### config.mk
export PLATFORM = sky130hd
export DESIGN_NAME = pls_dncnt_60
export DESIGN_NICKNAME = d
export VERILOG_FILES = /design/src/rtl/pls_pkg.sv /design/src/rtl/sync_edge_det.sv /design/src/rtl/pls_dncnt_60.sv
export SDC_FILE = /design/constraint.sdc
export NUM_CORES = 1
export LEC_CHECK = 0
export CORE_MARGIN = 1
export CORE_UTILIZATION = 47
export CTS_CLUSTER_DIAMETER = 150
export DETAILED_ROUTE_END_ITERATION = 10
export GPL_TIMING_DRIVEN = 0
export PLACE_DENSITY = 0.77
export SLEW_MARGIN = 20
export SYNTH_ARGS = -nofsm -noshare
export SYNTH_HDL_FRONTEND = slang
export SYNTH_HIERARCHICAL = 1
export SYNTH_SLANG_ARGS = --single-unit
### constraint.sdc
create_clock -name clk -period 2 [get_ports clk]
set_input_delay 0.2 -clock clk [delete_from_list [all_inputs] [get_ports clk]]
set_output_delay 0.2 -clock clk [all_outputs]
set_load 0.05 [all_outputs]
### src/rtl/pls_pkg.sv
// Shared constants and helpers for the watch's modulo-60 counter chain
// (both the up-counter and the countdown/timer down-counter).
package pls_pkg;

    localparam int MOD60  = 60;
    localparam int CNT_W  = 6;
    localparam int HALF60 = 30;

    // Smallest count width that can hold 0..modulus-1.
    function automatic int cnt_width(input int modulus);
        return (modulus < 2) ? 1 : $clog2(modulus);
    endfunction

endpackage

### src/rtl/sync_edge_det.sv
// Two-flop synchroniser for an asynchronous level, with registered rise/fall
// pulses and a synchronous flush that drops any edge still in flight.
module sync_edge_det (
    input  logic clk,
    input  logic rst,
    input  logic flush,
    input  logic din,
    output logic rise,
    output logic fall
);

    logic s0_q, s1_q, rise_q, fall_q;
    logic s0_d, s1_d, rise_d, fall_d;

    always_comb begin
        s0_d   = din;
        s1_d   = s0_q;
        rise_d = s0_q & ~s1_q;
        fall_d = s1_q & ~s0_q;
        if (flush) begin
            s0_d   = 1'b0;
            s1_d   = 1'b0;
            rise_d = 1'b0;
            fall_d = 1'b0;
        end
    end

    always_ff @(posedge clk) begin
        if (rst) begin
            s0_q   <= 1'b0;
            s1_q   <= 1'b0;
            rise_q <= 1'b0;
            fall_q <= 1'b0;
        end else begin
            s0_q   <= s0_d;
            s1_q   <= s1_d;
            rise_q <= rise_d;
            fall_q <= fall_d;
        end
    end

    assign rise = rise_q;
    assign fall = fall_q;

endmodule

### src/rtl/pls_dncnt_60.sv
// Modulo-MODULUS down-counter for the countdown/timer path: decrements on each
// falling plsi edge, borrows to the next stage on wrap, supports clear and preset.
module pls_dncnt_60
    import pls_pkg::*;
#(
    parameter int MODULUS = MOD60,
    parameter int WIDTH   = cnt_width(MODULUS),
    parameter bit WRAP    = 1'b1
) (
    input  logic             clk,
    input  logic             rst,
    input  logic             clr,
    input  logic             plsi,
    input  logic             ld,
    input  logic [WIDTH-1:0] ld_val,
    output logic [WIDTH-1:0] qout,
    output logic             plso,
    output logic             bout,
    output logic             zero
);

    localparam logic [WIDTH-1:0] MAX_VAL  = WIDTH'(MODULUS - 1);
    localparam logic [WIDTH-1:0] HALF_VAL = WIDTH'(MODULUS / 2);

    logic tick_ev, clr_ev;
    logic tick_rise_unused, clr_fall_unused;

    logic [WIDTH-1:0] qout_q, qout_d;
    logic             plso_q, plso_d;
    logic             bout_q, bout_d;
    logic             zero_q, zero_d;

    // A clear also flushes the tick pipeline so a tick racing it is lost, not deferred.
    sync_edge_det u_tick_sync (
        .clk   (clk),
        .rst   (rst),
        .flush (clr_ev),
        .din   (plsi),
        .rise  (tick_rise_unused),
        .fall  (tick_ev)
    );

    sync_edge_det u_clr_sync (
        .clk   (clk),
        .rst   (rst),
        .flush (1'b0),
        .din   (clr),
        .rise  (clr_ev),
        .fall  (clr_fall_unused)
    );

    always_comb begin
        qout_d = qout_q;
        bout_d = 1'b0;
        if (clr_ev) begin
            qout_d = '0;
        end else if (ld) begin
            qout_d = (ld_val > MAX_VAL) ? MAX_VAL : ld_val;
        end else if (tick_ev) begin
            if (qout_q != '0) begin
                qout_d = qout_q - WIDTH'(1);
            end else if (WRAP) begin
                qout_d = MAX_VAL;
                bout_d = 1'b1;
            end
        end
        // Flags follow the next count so they never lag qout by a cycle.
        plso_d = (qout_d >= HALF_VAL);
        zero_d = (qout_d == '0);
    end

    always_ff @(posedge clk) begin
        if (rst) begin
            qout_q <= '0;
            plso_q <= 1'b0;
            bout_q <= 1'b0;
            zero_q <= 1'b1;
        end else begin
            qout_q <= qout_d;
            plso_q <= plso_d;
            bout_q <= bout_d;
            zero_q <= zero_d;
        end
    end

    assign qout = qout_q;
    assign plso = plso_q;
    assign bout = bout_q;
    assign zero = zero_q;

endmodule

==> out/metrics.cfg <==
[setup_path]
cpLargestDelayFamily = compound AO/OA/AOI/OAI gates
path_cells = inv_1, ha_1, nand4bb_1, nor3_2, o41ai_4, nand2_1, o31ai_2
path_buf_inv = 1
endpoint_kind = flop
cp.arrival_ns = 1.99
slowest_stage = dfxtp_1
critical_path_class = flop to flop
crit_fanout = 4
slowest_delay_ns = 0.40
crit_required_ns = 2.19
cp-start-kind = flop

[floorplanning]
ios = 20
start_util_pct = 50.50
dieArea_sq_um = 1783
core_region_area_sq_um = 1506
fp.dieH_um = 42.23
dieWidth_um = 42.23
rows = 14

[cts]
clkLatencyLatePin_ns = 0.27
cts_resized = 0
cts-root-buf = clkbuf_4
clk_pin_slew_worst_paths_ns = 0.08
cts_max_path_buffers = 2
cts.htree.levels = 1
clock-sinks = 15
post_cts_buffers = 0
ctsHoldBuffers = 0
cts_buffers = 3
cts_tree = built

[run_status]
status = completed

[routing]
wire_per_inst_um = 12.35
vias = 653
wirelength_mm = 1.457
antenna_left = 0
drt_iter0_drc = 22
drc_errors = 0
via_per_inst = 5.534
dr.pass1.iters = 4

[grt]
grt_overflow = 0
grt_max_degree = 14
grt_pass1_vias = 569
track_usage_pct = 17.83
antenna_found_initial = 0
grt_pass1_wl_mm = 2.401

[timing]
hold_violations = 0
rsz0062_at_grt = no
setup_viol = 0
whs_ns = 0.3944
clock.fmax_mhz = 555.1
min_period_over_period_pct = 90.08
fin_skew_ns = 0.0004584
slew_viol_final = 0
slew_headroom_pct = 66.83
worst_pin_slew_ns = 0.4960
period_minus_slack_ns = 1.802
tns_ns = 0

[finish]
drive_gt1_share_pct = 15.69
utilization_pct = 66.78
nets = 115
diodes = 0
syn_to_final_growth_pct = 32.24

[run]
max_cap_violations = 0

[place]
finalWeightedCongestion = 0.8036
portBuffers = 19
dp_hpwl_mm = 1.148

[synth]
syn_area_sq_um = 760.7
yosysWarnings = 6
syn_area_per_cell_sq_um = 9.880
syn_inst = 77

[power]
p_leak_nw = 0.3947
power.density_nw_per_um2 = 661.5
ir_drop_uv = 480.8

[min_path]
hold_path.class = flop to flop

==> sequential cells by signal, indices dropped and copies added (netlist names) <==
signal            cells
zero                  1
u_tick_sync/s0_q      1
u_tick_sync/s1_q      1
u_clr_sync/s1_q       1
u_clr_sync/rise       1
plso                  1
bout                  1
qout                  6
u_tick_sync/fall      1
u_clr_sync/s0_q       1
==> worst reg2reg max path, stage by stage (launching register included) <==
cell,delay [ns]
dfxtp_1,0.40
inv_1,0.06
ha_1,0.20
nand4bb_1,0.20
nor3_2,0.11
o41ai_4,0.39
nand2_1,0.11
o31ai_2,0.25
==> path summary, 6_finish.rpt <==
path                           to       startpoint  depth (start not counted)  slack (ns)
setup / recovery             zero          qout[1]                          7        0.20
hold reg to reg   u_clr_sync/rise  u_clr_sync/s1_q                          1        0.39
setup reg to reg             zero          qout[1]                          7        0.20
hold / removal    u_clr_sync/rise  u_clr_sync/s1_q                          1        0.39
==> stage by stage <==
stage / std cells / setup WS (ns) / instance area [sq um] / total power, W
floorplan: 79 / 0.03819 / 769.5 / 0.0004472
global placement: 114 / 0.2376 / 979.7 / 0.0005081
detailed placement: 114 / 0.2191 / 979.7 / 0.0005100
CTS: 118 / 0.1947 / 1006 / 0.0006737
global route: 118 / 0.02788 / 1006 / 0.0006999
finish: 118 / 0.1984 / 1006 / 0.0006655
==> layout make-up <==
class                      instances  area, sq um
fill                             129        500.5
multi-input combinational         55        420.4
sequential                        15        301.5
timing repair buffer              19        190.2
clock buffer                       4        26.28
inverter                           7        26.28
buffer                             2        21.27
tap                               16        20.02
==> per-layer routing <==
metal  part of all wire (%)  global-route usage, %  vias up
met2                     48                  28.62       22
met5                      0                      0        -
met4                   0.96                  11.25        0
met3                    5.8                  1.724        2
met1                     45                  22.76      300
li1                       -                      -      329
==> power breakdown <==
part           switching, W  internal, W
clock network     0.0000862    0.0000772
logic             0.0000951    0.0000751
registers         0.0000168     0.000315
total              0.000198     0.000467
==> cells in the final DEF, fill, tap and decap left out, drive strengths merged, types with 2 or more instances in the layout <==
master,instances
clkdlybuf4s50,19
conb,3
nor3b,4
inv,7
o21ai,2
a21oi,5
and3b,2
o41ai,2
nor3,4
dfxtp,15
clkbuf,6
xnor2,2
a221oi,2
nor2,7
nor4b,4
nand2,4
No activity file was read; power rests on OpenSTA's default activity.
